## config.mk

```make
export PLATFORM = sky130hd
export DESIGN_NAME = div_seq
export DESIGN_NICKNAME = d
export VERILOG_FILES = /design/src/rtl/div_seq_pkg.sv /design/src/rtl/div_seq_sub_borrow.sv /design/src/rtl/div_seq.sv
export SDC_FILE = /design/constraint.sdc
export NUM_CORES = 1
export LEC_CHECK = 0
export CAP_MARGIN = 30
export CORE_MARGIN = 1.5
export CORE_UTILIZATION = 45
export DETAILED_ROUTE_END_ITERATION = 10
export PLACE_DENSITY = 0.75
export SLEW_MARGIN = 10
export SYNTH_ARGS = -nofsm -noshare
export SYNTH_HDL_FRONTEND = slang
export SYNTH_SLANG_ARGS = --single-unit
```

## constraint.sdc

```tcl
create_clock -name clk -period 2.7 [get_ports clk]
set_input_delay 0.675 -clock clk [delete_from_list [all_inputs] [get_ports clk]]
set_output_delay 0.675 -clock clk [all_outputs]
set_load 0.05 [all_outputs]
```

## src/rtl/div_seq_pkg.sv

```systemverilog
// Shared definitions for the sequential restoring divider: state encoding
// and the default operand width.
package div_seq_pkg;

  localparam int WIDTH_DEFAULT = 8;

  typedef enum logic {
    IDLE = 1'b0,
    STEP = 1'b1
  } state_t;

endpackage

```

## src/rtl/div_seq_sub_borrow.sv

```systemverilog
// Unsigned N-bit subtractor with borrow out; the only arithmetic in the
// divider datapath.
module sub_borrow #(
  parameter int N = 9
) (
  input  logic [N-1:0] a_i,
  input  logic [N-1:0] b_i,
  output logic [N-1:0] diff_o,
  output logic         borrow_o
);

  assign {borrow_o, diff_o} = {1'b0, a_i} - {1'b0, b_i};

endmodule

```

## src/rtl/div_seq.sv

```systemverilog
// Sequential restoring divider, one quotient bit per cycle MSB first, with a
// start/busy handshake. Optional macro DIV_ZERO_FAST_EN finishes b==0 in IDLE.
module div_seq
  import div_seq_pkg::*;
#(
  parameter int WIDTH = WIDTH_DEFAULT
) (
  input  logic             clk,
  input  logic             rst_n,
  input  logic [WIDTH-1:0] a_i,
  input  logic [WIDTH-1:0] b_i,
  input  logic             start,
  output logic             busy,
  output logic [WIDTH-1:0] quotient,
  output logic [WIDTH-1:0] remainder,
  output logic             div_by_zero
);

  localparam int IW = (WIDTH > 1) ? $clog2(WIDTH) : 1;

  state_t           state_q;
  logic [WIDTH-1:0] dividend_q;
  logic [WIDTH-1:0] divisor_q;
  logic [WIDTH-1:0] quotWork_q;
  logic [WIDTH-1:0] ctr_q;
  logic [WIDTH:0]   partRem_q;

  logic [IW-1:0]    bitIdx;
  logic [WIDTH:0]   shifted;
  logic [WIDTH:0]   diff;
  logic             borrow;
  logic [WIDTH:0]   partRem_d;
  logic [WIDTH-1:0] quotWork_d;

  assign busy   = (state_q != IDLE);
  assign bitIdx = ctr_q[IW-1:0];

  // Bring down the next dividend bit: {r[WIDTH-1:0], dvd[ctr]}.
  assign shifted = (partRem_q << 1) | {{WIDTH{1'b0}}, dividend_q[bitIdx]};

  sub_borrow #(
    .N(WIDTH + 1)
  ) uSub (
    .a_i     (shifted),
    .b_i     ({1'b0, divisor_q}),
    .diff_o  (diff),
    .borrow_o(borrow)
  );

  always_comb begin
    partRem_d          = borrow ? shifted : diff;
    quotWork_d         = quotWork_q;
    quotWork_d[bitIdx] = ~borrow;
  end

  always_ff @(posedge clk or negedge rst_n) begin
    if (!rst_n) begin
      state_q     <= IDLE;
      dividend_q  <= '0;
      divisor_q   <= '0;
      quotWork_q  <= '0;
      ctr_q       <= '0;
      partRem_q   <= '0;
      quotient    <= '0;
      remainder   <= '0;
      div_by_zero <= 1'b0;
    end else begin
      case (state_q)
        IDLE: begin
`ifdef DIV_ZERO_FAST_EN
          if (start && (b_i == '0)) begin
            quotient    <= '1;
            remainder   <= a_i;
            div_by_zero <= 1'b1;
          end else if (start) begin
`else
          if (start) begin
`endif
            dividend_q <= a_i;
            divisor_q  <= b_i;
            partRem_q  <= '0;
            quotWork_q <= '0;
            ctr_q      <= WIDTH'(WIDTH - 1);
            state_q    <= STEP;
          end
        end
        STEP: begin
          partRem_q  <= partRem_d;
          quotWork_q <= quotWork_d;
          if (ctr_q == '0) begin
            // A zero divisor never borrows, so the normal path already yields all-ones / dividend.
            quotient    <= quotWork_d;
            remainder   <= partRem_d[WIDTH-1:0];
            div_by_zero <= (divisor_q == '0);
            state_q     <= IDLE;
          end else begin
            ctr_q <= ctr_q - WIDTH'(1);
          end
        end
        default: state_q <= IDLE;
      endcase
    end
  end

endmodule

```

Word-level counts from Yosys, hierarchy flattened
Cells that the tools add are included.
- add/subtract/negate cells: 2
- $lt $le $gt $ge: 2
- eq/ne operators: 2
- muxes and demuxes: 16
- bitwise logic cells: 3
- reductions and logical operators: 6
- operators by type and width (cell ; number):
    case mux 8 bit (2 select lines) ; 3
    two-way mux 8 bit ; 5
    zero test 8 bit ; 2
    subtractor 9 x 8 -> 10 bit ; 1
    OR 9 x 1 -> 9 bit ; 1
    bitwise mux 8 bit ; 1
    subtractor 8 x 1 -> 8 bit, second input constant ; 1
    AND reduction 2 bit ; 3
    less-than comparator 3 x 4 -> 1 bit, second input constant ; 1
    two-way mux 1 bit ; 4
    != test 2 bit, second input constant ; 2
    binary-select mux 1 bit (select 3 bit) ; 1
    demux 1 bit (select 3 bit) ; 1
    greater-or-equal comparator 3 x 1 -> 1 bit, second input constant ; 1
    NOT 1 bit ; 2
    case mux 1 bit (2 select lines) ; 1
    logical AND 1 bit ; 1
- flip-flop bits (word level): 58
- input bits: 19

Logic depth before layout (Yosys ltp)
Gate-level depths: netlist of the first run.
- depth in word-level cells: 7
- depth in mapped cells: 12
- gate-level depth less buffers: 11

By module
From an unflattened synthesis of the first run, not the netlist that was laid out.
- cell total of the unflattened synthesis: 290
- area total of the unflattened synthesis: 3046.7 µm²
- modules (own cells, without submodules) (module ; times used ; cells each ; area each (µm²) ; sequential area each (µm²)):
    div_seq ; 1 ; 240 ; 2677.6 ; 1451.4
    sub_borrow ; 1 ; 50 ; 369.1 ; 0.0

Worst setup path before layout of the first run
No wires, ideal clock.
- path kind: reg-to-reg
- start point: register ctr_q[2]
- end point: register remainder[4]
- data arrival time: 2664 ps
- required time: 2575 ps
- slack: -89 ps
- stages on the path, launching flop included: 13
- buffers on the path: 1
- cell sequence: dfrtp_1 clkbuf_1 mux2i_1 o21ai_0 a2bb2oi_1 ha_1 inv_1 fa_1 a211oi_1 nor2_1 xor2_1 mux2_4 mux2_2
- longest elaborated chain between the ends: 5
- elaborated cells on any way between the ends: 7
- RTL lines (what ; RTL line ; RTL):
    from (decl) ; div_seq.sv:25 ; logic [WIDTH-1:0] ctr_q;
    from (signal assigned) ; div_seq.sv:83 ; ctr_q <= WIDTH'(WIDTH - 1);
    from (signal assigned) ; div_seq.sv:97 ; ctr_q <= ctr_q - WIDTH'(1);
    binary-select mux 1 bit (select 3 bit) ; div_seq.sv:39 ; assign shifted = (partRem_q << 1) | {{WIDTH{1'b0}}, dividend_q[bitIdx]};
    two-way mux 1 bit (not written as such) ; div_seq.sv:39 ;
    OR 9 x 1 -> 9 bit ; div_seq.sv:39 ;
    subtractor 9 x 8 -> 10 bit ; div_seq_sub_borrow.sv:12 ; assign {borrow_o, diff_o} = {1'b0, a_i} - {1'b0, b_i};
    two-way mux 8 bit ; div_seq.sv:51 ; partRem_d = borrow ? shifted : diff;
    to (signal assigned) ; div_seq.sv:93 ; remainder <= partRem_d[WIDTH-1:0];
    to (decl) ; div_seq.sv:15 ; output logic [WIDTH-1:0] remainder,
Parallel ways exist; a longest one is shown, timed or not. The select of a mux whose other input is x is not followed.
A chain may end at the register's enable or synchronous reset.

Worst setup path after layout of the first run
Ends and elaborated chain as after synthesis.

==> flow_summary.ini, run 1 <==
[worst_setup_path]
critical_path_arrival_ns = 2.92
r2r_end = remainder[4]
worst_path_max_delay_cell = dfrtp_2
r2r_start = ctr_q[2]
max_stage_delay_ns = 0.43
required_ns = 2.93
criticalPathCategory = flip-flop to flip-flop
cp_max_fo = 7
cp-start-kind = flip-flop
rr_worst_depth = 11
rrSetupSlack_ns = 0.01
cp_cell_sequence = mux2i_1 -> o221ai_2 -> a2bb2oi_2 -> ha_2 -> inv_2 -> fa_2 -> a211oi_4 -> nor2_1 -> xor2_1 -> mux2_4 -> mux2_2
endpoint_kind = flip-flop

[detailed_routing]
vias_per_cell = 5.47
final_antenna_net_count = 0
post_drt_wl_per_cell_um = 15.4
firstDrtPassIters = 4
remaining_drc_errors = 0
vias = 2294
dr.first_iter.drc_count = 126
drt_wl_total_um = 6450

[power_and_ir_drop]
p_per_area_nw_per_um2 = 1520
peakVddDrop_v = 0.000738
total_leakage_power_nw = 1.69

[yosys]
yosysMostFrequentCell = dfrtp_1
syn_nets = 315
yosysTopAreaCellShare_pct = 48.3
synth_edf_count = 0
ys_types = 49
ys_top_cells_by_count = 58 x dfrtp_1, 21 x nor2_1, 21 x o21ai_0, 20 x nand2_1, 19 x mux2_2
ys_seq_elements = 58
syn_avg_cell_area_um2 = 10.5
yosysWarnings = 0
async_flop_share_pct = 100
yosysTopAreaCell = dfrtp_1
netlist_top_cells_area = dfrtp_1 48%, mux2_2 7.1%, ha_1 3.7%, a21o_1 3.5%, nor3b_1 3.5%
synthCells = 286
synth_ff_type = dfrtp_1
ys_seq_area_share_pct = 48.3
netlist_area_um2 = 3010

[floorplanning]
core_um2 = 6390
die_h_um = 84.7
io_pins = 37
row_count = 29
die_width_um = 84.7
die-area_um2 = 7180
initial_core_util_pct = 47.1

[clock_network]
clock-sinks = 58
postCtsHoldBufs = 0
cts_tree = done
root_buffer = clkbuf_8
clock_latency_ns = 0.34
cts_max_level = 3
numCtsBuffers = 9
path_clk_slew_ns = 0.07
cts_buffer_depth = 2

[timing]
hold_ws_ns = 0.477
skew_ns = 0.00833
period_share_pct = 99.6
tns_ns = 0
grt_setup_unrepaired = yes
finalHoldViolCount = 0
max_freq_mhz = 372
min_period_ns = 2.69
timing.final.max_slew_violations = 0
worst_slew_pin_slew_ns = 0.743
fin_ws_ns = 0.0118
setup_viol = 0
maxSlewHeadroom_pct = 50.5

[grt]
grt_usage_pct = 20.1
grt_pass1_vias = 2341
grt_max_degree = 59
grt_pass1_wl_um = 11300
grt_antenna_before_repair = 0
grt_overflow_total = 0

[place]
placed_area_um2 = 3530
io_buffers = 36
hpwl_um = 4540
place_congestion = 0.938
dp_slack_ns = -0.260

[layout]
area_growth_syn_to_layout_pct = 26.5
antenna_cells = 0
drive_gt1_share_pct = 21.3
fin_nets = 366
final_area_um2 = 3800

[status]
outcome = complete, no violations

[flow_run]
drv_cap = 0

[min_path]
hold_path_class = input port to asynchronous set/reset pin
==> cells in the final DEF (no fill, tap or decap), types with 5 or more instances in the layout <==
| master | synthesis | routed |
|---|---|---|
| dfrtp_1 | 58 | 57 |
| nor2_1 | 21 | 21 |
| a21o_1 | 14 | 14 |
| nand2_1 | 20 | 20 |
| mux2_2 | 19 | 19 |
| buf_4 | 1 | 21 |
| mux2i_1 | 5 | 5 |
| ha_1 | 9 | 8 |
| a31oi_1 | 8 | 8 |
| nor3_1 | 5 | 5 |
| clkdlybuf4s50_1 | 0 | 34 |
| nor3b_1 | 14 | 14 |
| inv_1 | 11 | 10 |
| xor2_1 | 7 | 7 |
| clkbuf_8 | 0 | 12 |
| o21ai_0 | 21 | 19 |
| a21oi_1 | 9 | 9 |
==> area by class of cell <==
cell class / count / area (µm²)
well taps: 77 / 96.3
inverters: 11 / 41.3
flip-flops and latches: 58 / 1450
fillers: 551 / 2580
clock inverters: 4 / 72.6
clock buffers: 12 / 165
multi-input cells: 201 / 1470
repair buffers: 56 / 503
==> state kept, by name, indices dropped and copies added, names as in the netlist <==
signal and count:
ctr_q 8, dividend_q 8, divisor_q 8, partRem_q 8, quotWork_q 8, quotient 8, remainder 8, busy 1
div_by_zero 1
==> worst max-delay path: cells and delay by family, from the launching register on <==
kind / cells / cell delay, ns
AOI/OAI and AO/OA: 3 / 0.55
xor gates and xnor gates: 1 / 0.14
adders and majority gates: 2 / 0.57
buffers and inverters: 1 / 0.04
DFF: 1 / 0.43
muxes: 3 / 0.78
and+or+nand+nor: 1 / 0.07
==> metal layers <==
| layer | vias up | track usage, % | part of all wire, % | wire length [µm] |
|---|---|---|---|---|
| met5 | - | 0 | 0 | 0 |
| met4 | 0 | 9.97 | 2.5 | 159 |
| met3 | 13 | 3.93 | 2.7 | 174 |
| met2 | 36 | 32.0 | 49 | 3150 |
| met1 | 1112 | 26.3 | 46 | 2960 |
| li1 | 1133 | - | - | - |
==> worst max path at each step <==
stage,cells past startpoint,end,from
after floorplan,12,remainder[4],ctr_q[2]
after global placement,11,remainder[4],ctr_q[2]
after detailed placement,11,remainder[4],ctr_q[2]
after CTS,11,remainder[4],ctr_q[2]
after global routing,11,remainder[4],ctr_q[2]
final,11,remainder[4],ctr_q[2]
==> metrics by stage <==
| step | util, % | cells | power, mW |
|---|---|---|---|
| CTS | 59.3 | 419 | 5.77 |
| global route | 59.6 | 419 | 6.25 |
| global placement | 55.3 | 403 | 4.68 |
| detailed placement | 55.3 | 403 | 4.77 |
| finish | 59.6 | 419 | 5.80 |
| floorplan | - | 286 | 3.92 |
==> power breakdown <==
part           switching [mW]  internal, mW
combinational            1.78          1.47
sequential              0.307          1.30
clock                   0.348         0.593
total                    2.43          3.36
==> logic make-up after synthesis <==
family | count (synthesis) | share of synthesized area [%]
buffers and inverters | 27 | 3.83
flip-flops | 58 | 48.3
AO/OA/AOI/OAI | 71 | 16.3
adder cells (fa/ha/maj) | 10 | 4.41
multiplexers | 25 | 9.28
XOR/XNOR | 9 | 2.62
AND/OR/NAND/NOR | 86 | 15.3
==> what timing repair did <==
action                     in CTS  in global routing
setup buffers                   0                  0
gates cloned                    0                  0
setup endpoints to repair       4                 11
gates resized for setup         6                  4
pin swaps                       4                  6
Note: power is estimated with default switching activity, not from simulation.
==> run 2, diff against run 1 <==
--- a/config.mk
+++ b/config.mk
@@ -6,10 +6,11 @@
 export NUM_CORES = 1
 export LEC_CHECK = 0
 export CAP_MARGIN = 30
+export CORE_ASPECT_RATIO = 0.9
 export CORE_MARGIN = 1.5
-export CORE_UTILIZATION = 45
+export CORE_UTILIZATION = 40
 export DETAILED_ROUTE_END_ITERATION = 10
-export PLACE_DENSITY = 0.75
+export PLACE_DENSITY = 0.69
 export SLEW_MARGIN = 10
 export SYNTH_ARGS = -nofsm -noshare
 export SYNTH_HDL_FRONTEND = slang
==> flow_summary.ini, run 2 (synthesized netlist as in run 1, its figures left out) <==
[min_path]
hold_path_class = input port to asynchronous set/reset pin

[floorplanning]
row_count = 29
die-area_um2 = 8050
io_pins = 37
die_width_um = 94.4
die_h_um = 85.3
core_um2 = 7150
initial_core_util_pct = 42.1

[worst_setup_path]
required_ns = 2.92
cp_num_cells = 12
crit_top_cell = mux2_4
critical_path_arrival_ns = 2.94
r2r_start = ctr_q[2]
cp_cell_sequence = buf_6 -> a31oi_1 -> o21ai_1 -> a2bb2oi_2 -> ha_2 -> inv_2 -> fa_2 -> a211oi_2 -> nor2_1 -> xor2_1 -> mux2_4 -> mux2_4
worst_path_max_delay_cell = dfrtp_2
crit_family = compound AO/OA/AOI/OAI gates
endpoint_kind = flip-flop
cp-start-kind = flip-flop
setup.worst_path.start = ctr_q[2]
criticalPathCategory = flip-flop to flip-flop
rr_worst_depth = 12
cp_max_fo = 4
path_buf_inv = 2
max_stage_delay_ns = 0.44

[timing]
fin_ws_ns = -0.0194
finalHoldViolCount = 0
worst_slew_pin_slew_ns = 0.595
grt_setup_unrepaired = yes
max_freq_mhz = 368
timing.final.max_slew_violations = 0
setup_viol = 1
min_period_ns = 2.72
tns_ns = -0.0194
skew_ns = 0.00791
period_share_pct = 101
maxSlewHeadroom_pct = 60.3

[grt]
grt_pass1_wl_um = 11300
grt_usage_pct = 18.3
use_met1_pct = 23.7
grt_overflow_total = 0
grt_use_met2_pct = 29.0
top_usage_layer = met2
grt_max_degree = 36
grt_antenna_before_repair = 0
met3_usage_pct = 5.47
grt_pass1_vias = 2346

[detailed_routing]
drt_wl_total_um = 6670
firstDrtPassIters = 4
final_antenna_net_count = 0
dr.first_iter.drc_count = 104
post_drt_wl_per_cell_um = 15.1
vias_per_cell = 5.24
vias = 2316
remaining_drc_errors = 0

[layout]
final_common_cell = dfrtp_1
fin_util_pct = 54.3
seqCellArea_um2 = 1450
antenna_cells = 0
drive_gt1_share_pct = 22.9
layout_common_cells = 57 x dfrtp_1, 34 x clkdlybuf4s50_1, 25 x buf_4
fin_nets = 373
multi_input_area_um2 = 1480
area_growth_syn_to_layout_pct = 29.0
nFillCells = 643

[clock_network]
root_buffer = clkbuf_8
cts_buffer_depth = 2
postCtsHoldBufs = 0
clock-sinks = 58
path_clk_slew_ns = 0.07
clock_latency_ns = 0.34
cts_tree = done
numCtsBuffers = 9
cts_max_level = 3

[power_and_ir_drop]
total_leakage_power_nw = 1.73
p_per_area_nw_per_um2 = 1520
peakVddDrop_v = 0.000666

[place]
dp_slack_ns = -0.245
place_congestion = 0.850
io_buffers = 36
hpwl_um = 4680

[status]
outcome = finished with violations
failed_checks = negative setup slack

[flow_run]
drv_cap = 0
[run 2: cell types whose count changed in the layout (fill, tap and decap cells not counted), moves of 2 or more]
cell      delta
buf_4        +4
buf_6        +2
clkbuf_8     -2
mux2_2       -2
mux2_4       +2
[run 2: path summary, 6_finish.rpt]
| path | end | slack, ns |
|---|---|---|
| worst max-delay path | remainder[4] | -0.02 |
| worst min-delay path | quotient[3] | 0.33 |
| worst max register to register | remainder[4] | -0.02 |
| worst min register to register | remainder[1] | 0.48 |
| max in group asynchronous | ctr_q[1] | 1.78 |
| min in group clk | remainder[1] | 0.48 |
[run 2: final cells by class]
| cell class | count | share of cell area, % |
|---|---|---|
| flip-flops and latches | 58 | 37.4 |
| clock inverters | 5 | 2.00 |
| clock buffers | 11 | 3.64 |
| well taps | 93 | 3.00 |
| inverters | 11 | 1.06 |
| repair buffers | 63 | 14.8 |
| multi-input cells | 201 | 38.0 |
[run 2: per-layer routing]
layer / vias to the layer above / wire length (µm) / share of wire, %
li1: 1143 / - / -
met1: 1117 / 3090 / 46
met2: 46 / 3200 / 48
met3: 10 / 264 / 4.0
met4: 0 / 116 / 1.7
met5: - / 0 / 0
[run 2: worst reg2reg max path, stage by stage (launching register included)]
cell and delay (ns):
dfrtp_2 0.44, buf_6 0.14, a31oi_1 0.15, o21ai_1 0.10, a2bb2oi_2 0.20, ha_2 0.21, inv_2 0.04, fa_2 0.34
a211oi_2 0.23, nor2_1 0.08, xor2_1 0.14, mux2_4 0.28, mux2_4 0.27
[run 2: metrics by stage]
stage	cell area, µm²	hold slack, ns	power (mW)	instances
final	3880	0.329	5.90	442
after floorplan	3010	0.379	3.92	286
after global placement	3560	0.471	4.70	418
after detailed placement	3560	0.480	4.77	418
after CTS	3810	0.339	5.78	436
after global routing	3880	0.355	6.36	442
[run 2: what timing repair did]
action	4_1_cts	5_1_grt
resized for setup	7	8
setup buffers	2	6
setup endpoints to repair	8	16
pin swaps	5	6
[run 2: power by group]
part | internal [mW] | switching (mW)
clock | 0.541 | 0.346
combinational | 1.61 | 1.80
sequential | 1.30 | 0.305
==> run 3, diff against run 2 <==
--- a/config.mk
+++ b/config.mk
@@ -10,6 +10,7 @@
 export CORE_MARGIN = 1.5
 export CORE_UTILIZATION = 40
 export DETAILED_ROUTE_END_ITERATION = 10
+export HOLD_SLACK_MARGIN = 0.08
 export PLACE_DENSITY = 0.69
 export SLEW_MARGIN = 10
 export SYNTH_ARGS = -nofsm -noshare
==> constraint.sdc (replaced) <==
create_clock -name clk -period 2.7 [get_ports clk]
set_input_delay 0.54 -clock clk [delete_from_list [all_inputs] [get_ports clk]]
set_output_delay 0.54 -clock clk [all_outputs]
set_load 0.05 [all_outputs]
==> flow_summary.ini, run 3 (synthesized netlist as in run 1, its figures left out) <==
[floorplanning]
die_width_um = 94.4
core_um2 = 7150
initial_core_util_pct = 42.1
row_count = 29
die-area_um2 = 8050
die_h_um = 85.3
io_pins = 37

[layout]
final_common_cell = dfrtp_1
fin_nets = 371
drive_gt1_share_pct = 23.8
finalNonFillerCells = 438
seqCellArea_um2 = 1460
multi_input_area_um2 = 1500
antenna_cells = 0
final_area_um2 = 3830
area_growth_syn_to_layout_pct = 27.3
nFillCells = 623
layout_common_cells = 55 x dfrtp_1, 34 x clkdlybuf4s50_1, 25 x buf_4

[power_and_ir_drop]
pwr-share-clk_pct = 13.0
peakVddDrop_v = 0.000694
swShare_pct = 43.1
comb_power_share_pct = 58.6
power_switching_mw = 2.47
total_leakage_power_nw = 1.69
seq_power_share_pct = 28.5
p_int_mw = 3.26
p_per_area_nw_per_um2 = 1500
power.total_mw = 5.73

[clock_network]
root_buffer = clkbuf_8
cts_tree = done
cts_max_level = 3
clock_latency_ns = 0.34
path_clk_slew_ns = 0.07
postCtsHoldBufs = 0
cts_buffer_depth = 2
numCtsBuffers = 9
clock-sinks = 58

[detailed_routing]
wl_met1_um = 3120
drt_wl_total_um = 6890
vias = 2346
dr_wl_met2_um = 3360
firstDrtPassIters = 4
final_antenna_net_count = 0
wl_met3_um = 287
dr.first_iter.drc_count = 87
highest_layer = met4
remaining_drc_errors = 0
vias_per_cell = 5.36
post_drt_wl_per_cell_um = 15.7

[grt]
grt_pass1_vias = 2450
grt_overflow_total = 0
grt_usage_pct = 19.1
grt_pass1_wl_um = 11700
grt_max_degree = 30
grt_antenna_before_repair = 0

[timing]
max_freq_mhz = 371
min_period_ns = 2.69
timing.final.max_slew_violations = 0
worst_slew_pin_slew_ns = 0.559
fin_ws_ns = 0.00776
period_share_pct = 99.7
skew_ns = 0.00703
maxSlewHeadroom_pct = 62.7
grt_setup_unrepaired = yes
setup_viol = 0
finalHoldViolCount = 0

[status]
outcome = complete, no violations

[place]
placed_area_um2 = 3570
place_congestion = 0.854
dp_slack_ns = -0.243
io_buffers = 36
hpwl_um = 5050
dp.cells = 421

[worst_setup_path]
criticalPathCategory = flip-flop to flip-flop
cp_max_fo = 5
critical_path_arrival_ns = 2.92
cp-start-kind = flip-flop
endpoint_kind = flip-flop
required_ns = 2.93

[flow_run]
drv_cap = 0

[min_path]
hold_path_class = input port to asynchronous set/reset pin
==> run 3: cell types whose count changed in the layout (fill, tap and decap cells not counted), moves of 2 or more <==
| cell | previous run | this run |
|---|---|---|
| dfrtp_2 | 1 | 3 |
| dfrtp_1 | 57 | 55 |
| a21oi_2 | 2 | 4 |
| a21oi_1 | 8 | 6 |
==> run 3: final timing paths <==
kind,startpoint,to,slack [ns],cells past startpoint
setup / recovery,ctr_q[2],remainder[4],0.008,12
setup reg to reg,ctr_q[2],remainder[4],0.008,12
hold / removal,rst_n,quotWork_q[0],0.19,1
max in group asynchronous,rst_n,ctr_q[2],1.78,2
hold reg to reg,remainder[1],remainder[1],0.48,2
min in group clk,remainder[1],remainder[1],0.48,2
==> run 3: final cells by class <==
class,count,share of cell area (%)
clock buffer,10,3.33
clock inverter,4,1.18
inverter,11,1.08
multi-input combinational,201,39.2
sequential,58,38.0
tap,93,3.04
timing repair buffer,61,14.2
==> run 3: worst max-delay path, stage by stage (launching register included) <==
cell       delay (ns)
dfrtp_2          0.44
buf_4            0.15
mux2i_1          0.20
o21ai_2          0.09
a2bb2oi_2        0.15
ha_2             0.20
inv_2            0.04
fa_2             0.34
a211oi_2         0.21
nor2_1           0.08
xor2_1           0.14
mux2_4           0.27
mux2_2           0.26
==> run 3: per-stage QoR <==
step | utilization (%) | TNS, ns | hold slack, ns
2_1_floorplan | - | 0 | 0.244
3_3_place_gp | 49.9 | -0.228 | 0.474
3_5_place_dp | 49.9 | -0.765 | 0.473
4_1_cts | 52.9 | -0.0492 | 0.197
5_1_grt | 53.6 | -0.470 | 0.220
6_report | 53.6 | 0 | 0.187
==> run 3: repair_timing <==
item	in CTS	in global routing
setup buffers	3	0
resized for setup	5	15
pin swaps	2	8
setup endpoints to repair	5	21
cloned	0	0
==> run 3: per-layer routing <==
layer  vias up  GRT usage [%]
met5         -              0
met4         0           7.33
met3        12           4.75
met2        52           31.1
met1      1147           24.6
li1       1135              -
==> run 3: power groups by stage <==
| stage | sequential [mW] | combinational, mW | clock [mW] |
|---|---|---|---|
| 3_3_place_gp | 1.61 | 3.11 | 0 |
| 5_1_grt | 1.69 | 3.67 | 0.809 |
| 4_1_cts | 1.61 | 3.29 | 0.763 |
| 6_report | 1.63 | 3.35 | 0.742 |
| 3_5_place_dp | 1.63 | 3.18 | 0 |
| 2_1_floorplan | 1.89 | 2.03 | 0 |
